File: src/rtl/load_store_unit_pkg.sv
// Shared RISC-V datapath definitions: bus widths, access-size encoding and
// the load/store unit state enum. Imported by every file of the LSU.
package load_store_unit_pkg;

    localparam int ADDR_WIDTH = 32;
    localparam int DATA_WIDTH = 32;

    typedef logic [1:0] mem_size_t;

    localparam mem_size_t MEM_SIZE_BYTE = 2'b00;
    localparam mem_size_t MEM_SIZE_HALF = 2'b01;
    localparam mem_size_t MEM_SIZE_WORD = 2'b10;

    typedef enum logic [1:0] {
        IDLE,
        ACCESS,
        RESP
    } lsu_state_t;

    // Number of bytes touched by an access; 0 marks the reserved encoding.
    function automatic logic [2:0] size_bytes(input mem_size_t size);
        case (size)
            MEM_SIZE_BYTE: size_bytes = 3'd1;
            MEM_SIZE_HALF: size_bytes = 3'd2;
            MEM_SIZE_WORD: size_bytes = 3'd4;
            default:       size_bytes = 3'd0;
        endcase
    endfunction

endpackage

File: src/rtl/load_store_unit_addr_check.sv
// Combinational legality check for one LSU request: size encoding, memory
// range and (when LSU_MISALIGN_TRAP_EN is defined) natural alignment.
module lsu_addr_check
    import load_store_unit_pkg::*;
#(
    parameter int MEM_BYTES = 4096
) (
    input  logic [ADDR_WIDTH-1:0] addr,
    input  mem_size_t             size,
    output logic                  legal
);

    logic                size_err;
    logic                range_err;
    logic                align_err;
    logic [ADDR_WIDTH:0] last_byte;

    always_comb begin
        size_err  = (size == 2'b11);
        // One extra bit so an access near the top of the address space
        // cannot wrap around and look in range.
        last_byte = {1'b0, addr} + (ADDR_WIDTH + 1)'(size_bytes(size))
                    - (ADDR_WIDTH + 1)'(1);
        range_err = (last_byte >= (ADDR_WIDTH + 1)'(MEM_BYTES));
`ifdef LSU_MISALIGN_TRAP_EN
        align_err = ((size == MEM_SIZE_HALF) && addr[0]) ||
                    ((size == MEM_SIZE_WORD) && (addr[1:0] != 2'b00));
`else
        align_err = 1'b0;
`endif
        legal     = !(size_err || range_err || align_err);
    end

endmodule

File: src/rtl/load_store_unit.sv
// Single-outstanding load/store unit: IDLE -> ACCESS -> RESP handshake in
// front of a byte-addressed data memory. Optional LSU_MISALIGN_TRAP_EN.
module load_store_unit
    import load_store_unit_pkg::*;
#(
    parameter int MEM_BYTES = 4096
) (
    input  logic                  clk,
    input  logic                  rst_n,
    input  logic                  req_valid,
    output logic                  req_ready,
    input  logic                  req_we,
    input  logic [ADDR_WIDTH-1:0] req_addr,
    input  logic [DATA_WIDTH-1:0] req_wdata,
    input  mem_size_t             req_size,
    input  logic                  req_sign,
    output logic                  resp_valid,
    input  logic                  resp_ready,
    output logic [DATA_WIDTH-1:0] resp_rdata,
    output logic                  resp_err,
    output logic                  mem_we,
    output logic [ADDR_WIDTH-1:0] mem_addr,
    output logic [DATA_WIDTH-1:0] mem_wdata,
    output mem_size_t             mem_size,
    output logic                  mem_sign,
    input  logic [DATA_WIDTH-1:0] mem_rdata
);

    lsu_state_t            state, state_next;
    logic                  req_legal;

    logic                  we_q;
    logic [ADDR_WIDTH-1:0] addr_q;
    logic [DATA_WIDTH-1:0] wdata_q;
    mem_size_t             size_q;
    logic                  sign_q;
    logic [DATA_WIDTH-1:0] rdata_q;
    logic                  err_q;

    lsu_addr_check #(
        .MEM_BYTES(MEM_BYTES)
    ) u_addr_check (
        .addr (req_addr),
        .size (req_size),
        .legal(req_legal)
    );

    // NOTE: non-blocking assignments keep every register sampling the
    // pre-edge values, independent of statement order.
    always_ff @(posedge clk) begin
        if (!rst_n) state <= IDLE;
        else        state <= state_next;
    end

    // NOTE: defaults first so every path assigns state_next (no latch).
    always_comb begin
        state_next = state;
        case (state)
            IDLE:    if (req_valid) state_next = req_legal ? ACCESS : RESP;
            ACCESS:  state_next = RESP;
            RESP:    if (resp_ready) state_next = IDLE;
            default: state_next = IDLE;
        endcase
    end

    always_ff @(posedge clk) begin
        if (!rst_n) begin
            we_q    <= 1'b0;
            addr_q  <= '0;
            wdata_q <= '0;
            size_q  <= MEM_SIZE_BYTE;
            sign_q  <= 1'b0;
            rdata_q <= '0;
            err_q   <= 1'b0;
        end else begin
            case (state)
                IDLE: if (req_valid) begin
                    we_q    <= req_we;
                    addr_q  <= req_addr;
                    wdata_q <= req_wdata;
                    size_q  <= req_size;
                    sign_q  <= req_sign;
                    rdata_q <= '0;
                    err_q   <= !req_legal;
                end
                ACCESS: begin
                    rdata_q <= we_q ? '0 : mem_rdata;
                    err_q   <= 1'b0;
                end
                default: ;
            endcase
        end
    end

    assign req_ready  = (state == IDLE);
    assign resp_valid = (state == RESP);
    assign resp_rdata = rdata_q;
    assign resp_err   = err_q;

    // Gated with rst_n so a reset landing on the ACCESS edge suppresses the write.
    assign mem_we    = (state == ACCESS) && we_q && rst_n;
    assign mem_addr  = addr_q;
    assign mem_wdata = wdata_q;
    assign mem_size  = size_q;
    assign mem_sign  = sign_q;

endmodule

File: config.mk
export PLATFORM = sky130hd
export DESIGN_NAME = load_store_unit
export DESIGN_NICKNAME = d
export VERILOG_FILES = /design/src/rtl/load_store_unit_pkg.sv /design/src/rtl/load_store_unit_addr_check.sv /design/src/rtl/load_store_unit.sv
export SDC_FILE = /design/constraint.sdc
export NUM_CORES = 1
export LEC_CHECK = 0
export CAP_MARGIN = 20
export CORE_MARGIN = 2
export CORE_UTILIZATION = 44
export DETAILED_ROUTE_END_ITERATION = 6
export PLACE_DENSITY = 0.81
export RECOVER_POWER = 25
export SLEW_MARGIN = 40
export SYNTH_ARGS = -nofsm -noshare
export SYNTH_HDL_FRONTEND = slang
export SYNTH_SLANG_ARGS = --single-unit
File: constraint.sdc
create_clock -name clk -period 5.3 [get_ports clk]
set_input_delay 1.06 -clock clk [delete_from_list [all_inputs] [get_ports clk]]
set_output_delay 1.06 -clock clk [all_outputs]
set_load 0.01 [all_outputs]
== After elaboration in Yosys (flattened, before gate mapping) ==
Index checks and enable logic that the tools add are counted.
Word-level totals
  bits in registers: 103
  bits of input ports: 104
  word-level logic and storage cells: 37
Cells by class
  add/sub/neg operators: 2
  $lt $le $gt $ge: 1
  equal/unequal tests: 7
  mux-type cells: 10
  reductions and logical operators: 9
Operators with widths (number)
  2-to-1 mux 32 bit: 2
  one-hot mux 32 bit (2 select lines): 1
  adder 32 x 3 -> 33 bit: 1
  greater-or-equal comparator 33 x 13 -> 1 bit (second input constant): 1
  subtractor 33 x 1 -> 33 bit (second input constant): 1
  one-hot mux 3 bit (3 select lines): 1
  == test 2 bit (second input constant): 3
  2-to-1 mux 2 bit: 3
  one-hot mux 2 bit (3 select lines): 1
  AND reduction 2 bit: 3
  == test 2 x 1 -> 1 bit (second input constant): 2
  zero test 2 bit: 2
  logical AND 1 bit: 2
  != test 2 x 1 -> 1 bit (second input constant): 1
  != test 2 bit (second input constant): 1
  one-hot mux 1 bit (2 select lines): 1
  nonzero test 2 bit: 1
  logical OR 1 bit: 1
  2-to-1 mux 1 bit: 1

== Longest topological paths before layout ==
Gate-level depths: netlist of the first run.
  depth in word-level cells: 9
  gate-level depth with buffers: 15

== Cells and area by module ==
From an unflattened synthesis of the first run, not the netlist that was laid out.
Second synthesis, totals
  cells, all modules: 676
  area, all modules: 5790.6 um2
By module, submodules not included
  load_store_unit: times used 1, cells an instance 386, area an instance 3900.0 um2, seq. area each 2062.0 um2
  lsu_addr_check: times used 1, cells an instance 290, area an instance 1890.6 um2, seq. area each 0.0 um2

== Worst setup path after synthesis of the first run ==
No wires, ideal clock.
  path kind: input to register
  start: input port req_size[0]
  end: register state[0]
  data arrival time: 4.155 ns
  data required time: 5.213 ns
  slack: 1.057 ns
  cell stages on the path: 15
  path buffers: 0
  cell sequence: or2_2 ha_1 inv_1 ha_1 inv_1 fa_1 nand2b_1 a211oi_2 nor2_1 o221ai_1 mux2_1 nor3b_1 o2111ai_1 or4_1 nor4b_2
On the way
  cells in the longest elaborated chain, start to end: 9
RTL lines
  start, declared: line load_store_unit.sv:15  | input mem_size_t req_size,
  == test 2 bit, or another cell as far along: line load_store_unit_pkg.sv:22  | case (size)
  one-hot mux 3 bit (3 select lines): line load_store_unit_pkg.sv:22
  adder 32 x 3 -> 33 bit: line load_store_unit_addr_check.sv:22  | last_byte = {1'b0, addr} + (ADDR_WIDTH + 1)'(size_bytes(size))
  subtractor 33 x 1 -> 33 bit: line load_store_unit_addr_check.sv:23  | - (ADDR_WIDTH + 1)'(1);
  greater-or-equal comparator 33 x 13 -> 1 bit: line load_store_unit_addr_check.sv:24  | range_err = (last_byte >= (ADDR_WIDTH + 1)'(MEM_BYTES));
  logical OR 1 bit (*): line load_store_unit_addr_check.sv:31  | legal = !(size_err || range_err || align_err);
  2-to-1 mux 2 bit (*) (2 in a row): line load_store_unit.sv:59  | IDLE: if (req_valid) state_next = req_legal ? ACCESS : RESP;
  one-hot mux 2 bit (3 select lines) (*): line load_store_unit.sv:58  | case (state)
  end signal, assigned: line load_store_unit.sv:52  | else state <= state_next;
  end, declared: line load_store_unit.sv:29  | lsu_state_t state, state_next;
Mark *: on every way between the ends. The rest lies on a longest branch, timed or not. The select of a mux whose other input is x is not followed.
A chain may end at the register's enable or synchronous reset.

== Final worst setup path of the first run ==
  start: input port req_size[1]
  end: register state[1]
Same word-level chain as after synthesis.

==> reports/summary.txt, run 1 <==
CTS tree = yes
Clock transition at path regs = 0.07 ns
minimum clock period = 4.76 ns
DP Area = 8090 µm²
worst hold start = mem_wdata[4]$_SDFFE_PN0P_
ANT nets after route = 0
VDD IR max = 0.224 mV
Post-synth EDFFs = 0
top-area cell type share of the netlist area = 34.5%
vias in the first global route = 5680
violated checks = max-capacitance violations, max-slew violations
Post-CTS Setup Bufs = 0
period utilization = 89.9%
Final Hold Viols = 0
GRT overflow = 0
endpoints failing setup = 0
CP Launch Type = input port
reg2reg path depth = 5
Synth cell types = 73
Syn. warnings = 0
critical path required time = 5.51 ns
r2r setup slk = 1.93 ns
min setup slack post-route = 0.538 ns
Seq cells post-synth = 103
asr flop ratio synth = 0%
simple-gate share of the synthesized area = 23.0%
share of cells above drive strength 1 = 3.84%
largest family of logic cells by synthesized area = compound AO/OA/AOI/OAI gates
RSZ-0062 raised after global routing = no
largest net degree at the start of global routing = 91
Die H = 121 µm
Finished Cell Area = 8390 µm²
Synth area leaders = dfxtp_1 (35%), nand2_1 (11%), a21boi_0 (8.5%)
pwr/cell area = 243 nW/µm²
Clk Latency, worst-skew pair = 0.35 ns
number of I/O pins = 207
Multi-input gate area = 3540 µm²
Syn Nets = 898
DPL Wire Length = 13900 µm
worst-path fanout max = 5
Synth area leader = dfxtp_1
Maximum Capacitance Violations = 1
Initial Utilization = 45.1%
DIE AREA = 14500 µm²
RR Startpoint = state[1]$_SDFFE_PN0P_
Slew Viols, Final = 53
first-pass GRT wire length = 28800 µm
Detailed Route WL = 18100 µm
Core Util, Final = 63.4%
CTS max path bufs = 2
r2r endpoint = mem_wdata[16]$_SDFFE_PN0P_
# H-tree levels = 3
antenna violations before repair = 1
Reg area = 2060 µm²
Initial DRC Count = 454
routed vias = 6117
DR DRC count = 0
Setup TNS Final = 0 ns
count leader, synth = nand2_1
# port buffers = 206
post-synthesis mux area share = 1.05%
outcome = finished, violations left
hold depth = 2
Avg Synthesized Cell Area = 7.87 µm²
nets = 1072
slew of the pin with the lowest slew margin = 2.74 ns
routability cong. = 0.913
Synth Flop Type = dfxtp_1
WHS Endpoint = mem_wdata[4]$_SDFFE_PN0P_
CTS buffer count = 9
drt wl/cell = 16.2 µm
Synth Area in Compound Gates = 27.3%
Seq/Total Area, Yosys = 34.5%
crit path kind = input port to flip-flop
Area Overhead vs Synth = 40.5%
hold crit path type = flip-flop to flip-flop
Mapped Area = 5970 µm²
Resized cells post-CTS = 0
# clock sinks = 103
1st-pass router iterations = 5
Synth Instances = 759
Core Area = 13200 µm²
fmax = 210 MHz
Final Skew = 0.0138 ns
Post-Synth Adder-Cell Area = 7.46%
global-route usage over all layers = 24.6%
crit end category = flip-flop
number of hold buffers added after CTS = 0
XOR/XNOR share of the synthesized area = 0.440%
critical path arrival = 4.97 ns
fill count = 1180
die width = 121 µm
DP Worst Slack = 0.254 ns
static leakage = 3.29 nW
Slew headroom = -82.6%
Commonest cells post-synth = nand2_1 (169), dfxtp_1 (103), a21boi_0 (68)
Rows = 42
root buf cell = clkbuf_16
Via density = 5.49
sequential cells by signal, summed over array words and instances (netlist names):
name,count
mem_sign,1
state,2
resp_rdata,32
we_q,1
mem_size,2
mem_addr,32
mem_wdata,32
resp_err,1
metal layers:
metal  vias up  GRT usage [%]  routed length, µm
li1       3015              -                  -
met1      2839           29.4               7480
met2       229           43.1               8800
met3        34           5.52               1350
met4         0           8.72                480
met5         -              0                  0
worst max-delay path: stages:
cell and delay (ns):
clkdlybuf4s50_1 0.49, or2_2 0.31, ha_1 0.19, inv_1 0.06, ha_1 0.16, inv_1 0.05, fa_1 0.35, nand2b_1 0.16
a211oi_2 0.34, nor2_1 0.11, o311ai_2 0.43, o22ai_1 0.12, nor4b_1 0.33, o2111ai_1 0.20, nor4_1 0.48, o21ai_1 0.14
where the power goes:
group,internal (mW),leakage (nW),switching (mW)
clock,0.375,0.147,0.301
combinational,0.257,2.30,0.287
sequential,0.807,0.841,0.0160
layout by cell type, fill, tap and decap left out, types with 3 or more instances in the layout:
| cell type | netlist | layout |
|---|---|---|
| clkdlybuf4s50_1 | 0 | 182 |
| nand2_1 | 169 | 168 |
| dfxtp_1 | 103 | 103 |
| a21boi_0 | 68 | 68 |
| inv_1 | 43 | 43 |
| a21oi_1 | 35 | 35 |
| ha_1 | 34 | 34 |
| nor2_1 | 30 | 30 |
| dlygate4sd3_1 | 0 | 23 |
| nor2b_1 | 22 | 22 |
| o21ai_0 | 20 | 20 |
| a22o_1 | 17 | 17 |
| a22oi_1 | 16 | 16 |
| nand4_1 | 13 | 13 |
| o21a_1 | 10 | 10 |
| nand3_1 | 10 | 10 |
| clkbuf_16 | 0 | 9 |
| a21o_1 | 8 | 8 |
| a31oi_1 | 8 | 8 |
| and3_1 | 6 | 6 |
| nor3b_1 | 5 | 5 |
| nor4_1 | 5 | 5 |
| a211oi_1 | 5 | 5 |
| nand2b_1 | 5 | 5 |
| o211ai_1 | 5 | 5 |
| o22ai_1 | 4 | 4 |
| nand3b_1 | 4 | 4 |
| o21ai_1 | 4 | 4 |
| mux2i_1 | 4 | 4 |
| buf_4 | 1 | 4 |
| o2111ai_1 | 3 | 3 |
| or2_2 | 3 | 3 |
| nor3_1 | 3 | 3 |
worst max-delay path by stage:
stage	endpoint	start
after floorplan	state[0]$_SDFFE_PN0P_	req_size[0]
after global placement	state[0]$_SDFFE_PN0P_	req_size[0]
after detailed placement	state[0]$_SDFFE_PN0P_	req_size[0]
after CTS	state[0]$_SDFFE_PN0P_	req_size[1]
after global routing	state[1]$_SDFFE_PN0P_	req_size[0]
final	state[1]$_SDFFE_PN0P_	req_size[1]
kinds of logic (layout without fill, tap and decap cells):
logic type	count (synthesis)	count (layout)
DFF	103	103
buffers and inverters	92	271
xor gates and xnor gates	3	3
muxes	6	6
and+or+nand+nor	293	293
other	0	1
adders and majority gates	35	35
AOI/OAI and AO/OA	227	227
per-stage QoR:
stage               total power [mW]  std cells  hold WS, ns
global placement                1.38       1098        0.451
global route                    2.14       1115        0.482
floorplan                       1.15        759        0.452
CTS                             2.05       1114        0.467
finish                          2.04       1115        0.462
detailed placement              1.38       1098        0.457
layout make-up:
type                            instances  share of cell area [%]
Sequential cell                       103                    24.6
Tap cell                              176                    2.62
Multi-Input combinational cell        564                    42.2
Antenna cell                            1                  0.0298
Timing Repair Buffer                  211                    24.9
Clock inverter                          6                   0.925
Clock buffer                           10                    2.73
Inverter                               44                    1.97
Note: power is estimated with default switching activity, not from simulation.
==> run 2, diff against run 1 <==
--- a/config.mk
+++ b/config.mk
@@ -6,7 +6,6 @@
 export NUM_CORES = 1
 export LEC_CHECK = 0
 export CAP_MARGIN = 20
-export CORE_MARGIN = 2
 export CORE_UTILIZATION = 44
 export DETAILED_ROUTE_END_ITERATION = 6
 export PLACE_DENSITY = 0.81
==> reports/summary.txt, run 2 (synthesized netlist as in run 1, its figures left out) <==
outcome = finished, violations left (unchanged)
violated checks = max-capacitance violations, max-slew violations (unchanged)
endpoints failing setup = 0 (unchanged)
root buf cell = clkbuf_16 (unchanged)
Slew Viols, Final = 51 (was 53)
Via density = 5.43 (was 5.49)
vias in the first global route = 5722 (was 5680)
Setup TNS Final = 0 ns (unchanged)
CTS tree = yes (unchanged)
min setup slack post-route = 0.541 ns (was 0.538 ns)
DP Worst Slack = 0.259 ns (was 0.254 ns)
Area Overhead vs Synth = 40.1% (was 40.5%)
critical path arrival = 5.02 ns (was 4.97 ns)
Post-CTS Setup Bufs = 0 (unchanged)
drt wl/cell = 16.3 µm (was 16.2 µm)
ANT nets after route = 0 (unchanged)
reg2reg path depth = 5 (unchanged)
largest net degree at the start of global routing = 91 (unchanged)
Seq pwr share = 41.3% (was 40.3%)
RSZ-0062 raised after global routing = no (unchanged)
1st-pass router iterations = 6 (was 5)
share of cells above drive strength 1 = 4.05% (was 3.84%)
first-pass GRT wire length = 29300 µm (was 28800 µm)
number of hold buffers added after CTS = 0 (unchanged)
CP Launch Type = input port (unchanged)
Die H = 119 µm (was 121 µm)
# port buffers = 206 (unchanged)
Clock transition at path regs = 0.07 ns (about the same)
routability cong. = 0.938 (was 0.913)
global-route usage over all layers = 26.1% (was 24.6%)
hold depth = 2 (unchanged)
GRT overflow = 0 (unchanged)
slew of the pin with the lowest slew margin = 2.71 ns (was 2.74 ns)
Core Area = 13200 µm² (unchanged)
antenna violations before repair = 1 (unchanged)
die width = 119 µm (was 121 µm)
Clock Power Share = 31.5% (was 33.1%)
# clock sinks = 103 (unchanged)
Final Hold Viols = 0 (unchanged)
Rows = 42 (unchanged)
static leakage = 3.27 nW (was 3.29 nW)
fmax = 210 MHz (about the same)
routed vias = 6058 (was 6117)
minimum clock period = 4.76 ns (about the same)
number of I/O pins = 207 (unchanged)
power share of the combinational group = 27.2% (was 26.6%)
crit path kind = input port to flip-flop (unchanged)
period utilization = 89.8% (was 89.9%)
pwr/cell area = 238 nW/µm² (was 243 nW/µm²)
CTS max path bufs = 2 (unchanged)
Detailed Route WL = 18200 µm (was 18100 µm)
dpl cells = 1098 (unchanged)
DR DRC count = 0 (unchanged)
worst-path fanout max = 5 (unchanged)
Slew headroom = -80.6% (was -82.6%)
Sw Share = 30.4% (was 29.6%)
Resized cells post-CTS = 0 (unchanged)
Initial DRC Count = 536 (was 454)
critical path required time = 5.56 ns (was 5.51 ns)
nets = 1072 (unchanged)
commonest non-fill, non-tap cell in the layout = clkdlybuf4s50_1 (unchanged)
fin cells = 1115 (unchanged)
# H-tree levels = 3 (unchanged)
CTS buffer count = 9 (unchanged)
Initial Utilization = 45.1% (unchanged)
most frequent cells in the layout = clkdlybuf4s50_1 (182), nand2_1 (168), dfxtp_1 (103) (unchanged)
DPL Wire Length = 13800 µm (was 13900 µm)
Int Power = 1.39 mW (was 1.44 mW)
DIE AREA = 14000 µm² (was 14500 µm²)
Psw = 0.606 mW (was 0.604 mW)
VDD IR max = 0.155 mV (was 0.224 mV)
Final Skew = 0.00888 ns (was 0.0138 ns)
crit end category = flip-flop (unchanged)
hold crit path type = flip-flop to flip-flop (unchanged)
Maximum Capacitance Violations = 1 (unchanged)
Clk Latency, worst-skew pair = 0.35 ns (about the same)
## run 2: changes by cell type in the layout (fill, tap and decap cells not counted), sizes merged
cell	before	now
bufinv	1	0
clkbuf	11	10
clkinvlp	1	3
## run 2: final cells by class
| cell class | count | area (µm²) |
|---|---|---|
| Fill cell | 1174 | 4880 |
| Multi-Input combinational cell | 564 | 3540 |
| Timing Repair Buffer | 211 | 2090 |
| Sequential cell | 103 | 2060 |
| Clock buffer | 9 | 225 |
| Tap cell | 176 | 220 |
| Inverter | 44 | 165 |
| Clock inverter | 7 | 56.3 |
| Antenna cell | 1 | 2.50 |
## run 2: final timing paths
check	startpoint	end	slack [ns]
worst max-delay path	req_size[0]	state[0]$_SDFFE_PN0P_	0.54
worst min-delay path	mem_wdata[6]$_SDFFE_PN0P_	mem_wdata[6]$_SDFFE_PN0P_	0.46
worst max register to register	state[0]$_SDFFE_PN0P_	mem_addr[14]$_SDFFE_PN0P_	1.84
worst min register to register	mem_wdata[6]$_SDFFE_PN0P_	mem_wdata[6]$_SDFFE_PN0P_	0.46
## run 2: layer usage
metal / wire length [µm] / track usage, %
met4: 495 / 11.4
met1: 7810 / 32.5
met3: 1160 / 4.73
met5: 0 / 0
met2: 8720 / 43.9
## run 2: stage by stage
step | instance area, µm² | total power [mW] | util, % | hold slack [ns]
2_1_floorplan | 5970 | 1.15 | - | 0.452
3_3_place_gp | 8090 | 1.38 | 61.1 | 0.451
3_5_place_dp | 8090 | 1.38 | 61.1 | 0.454
4_1_cts | 8370 | 2.00 | 63.2 | 0.464
5_1_grt | 8370 | 2.09 | 63.2 | 0.478
6_report | 8370 | 1.99 | 63.2 | 0.461
## run 2: worst max-delay path, stage by stage
cell	delay [ns]
clkdlybuf4s50_1	0.49
or2_2	0.33
ha_1	0.18
inv_1	0.05
ha_1	0.16
inv_1	0.06
fa_1	0.34
nand2b_1	0.16
a211oi_2	0.34
nor2_1	0.11
o221ai_1	0.22
mux2_1	0.38
nor3b_1	0.23
o2111ai_1	0.14
or4_1	0.50
nor4b_2	0.25
## run 2: power groups by stage
| stage | clock (mW) | sequential, mW | combinational [mW] |
|---|---|---|---|
| finish | 0.628 | 0.823 | 0.541 |
| floorplan | 0 | 0.856 | 0.295 |
| CTS | 0.643 | 0.823 | 0.538 |
| global route | 0.674 | 0.827 | 0.591 |
| detailed placement | 0 | 0.841 | 0.535 |
| global placement | 0 | 0.839 | 0.536 |
==> run 3, diff against run 2 <==
--- a/config.mk
+++ b/config.mk
@@ -7,6 +7,7 @@
 export LEC_CHECK = 0
 export CAP_MARGIN = 20
 export CORE_UTILIZATION = 44
+export CTS_CLUSTER_SIZE = 8
 export DETAILED_ROUTE_END_ITERATION = 6
 export PLACE_DENSITY = 0.81
 export RECOVER_POWER = 25
==> results of run 3 <==
Final layout, timing and power as in run 2 (identical DEF).
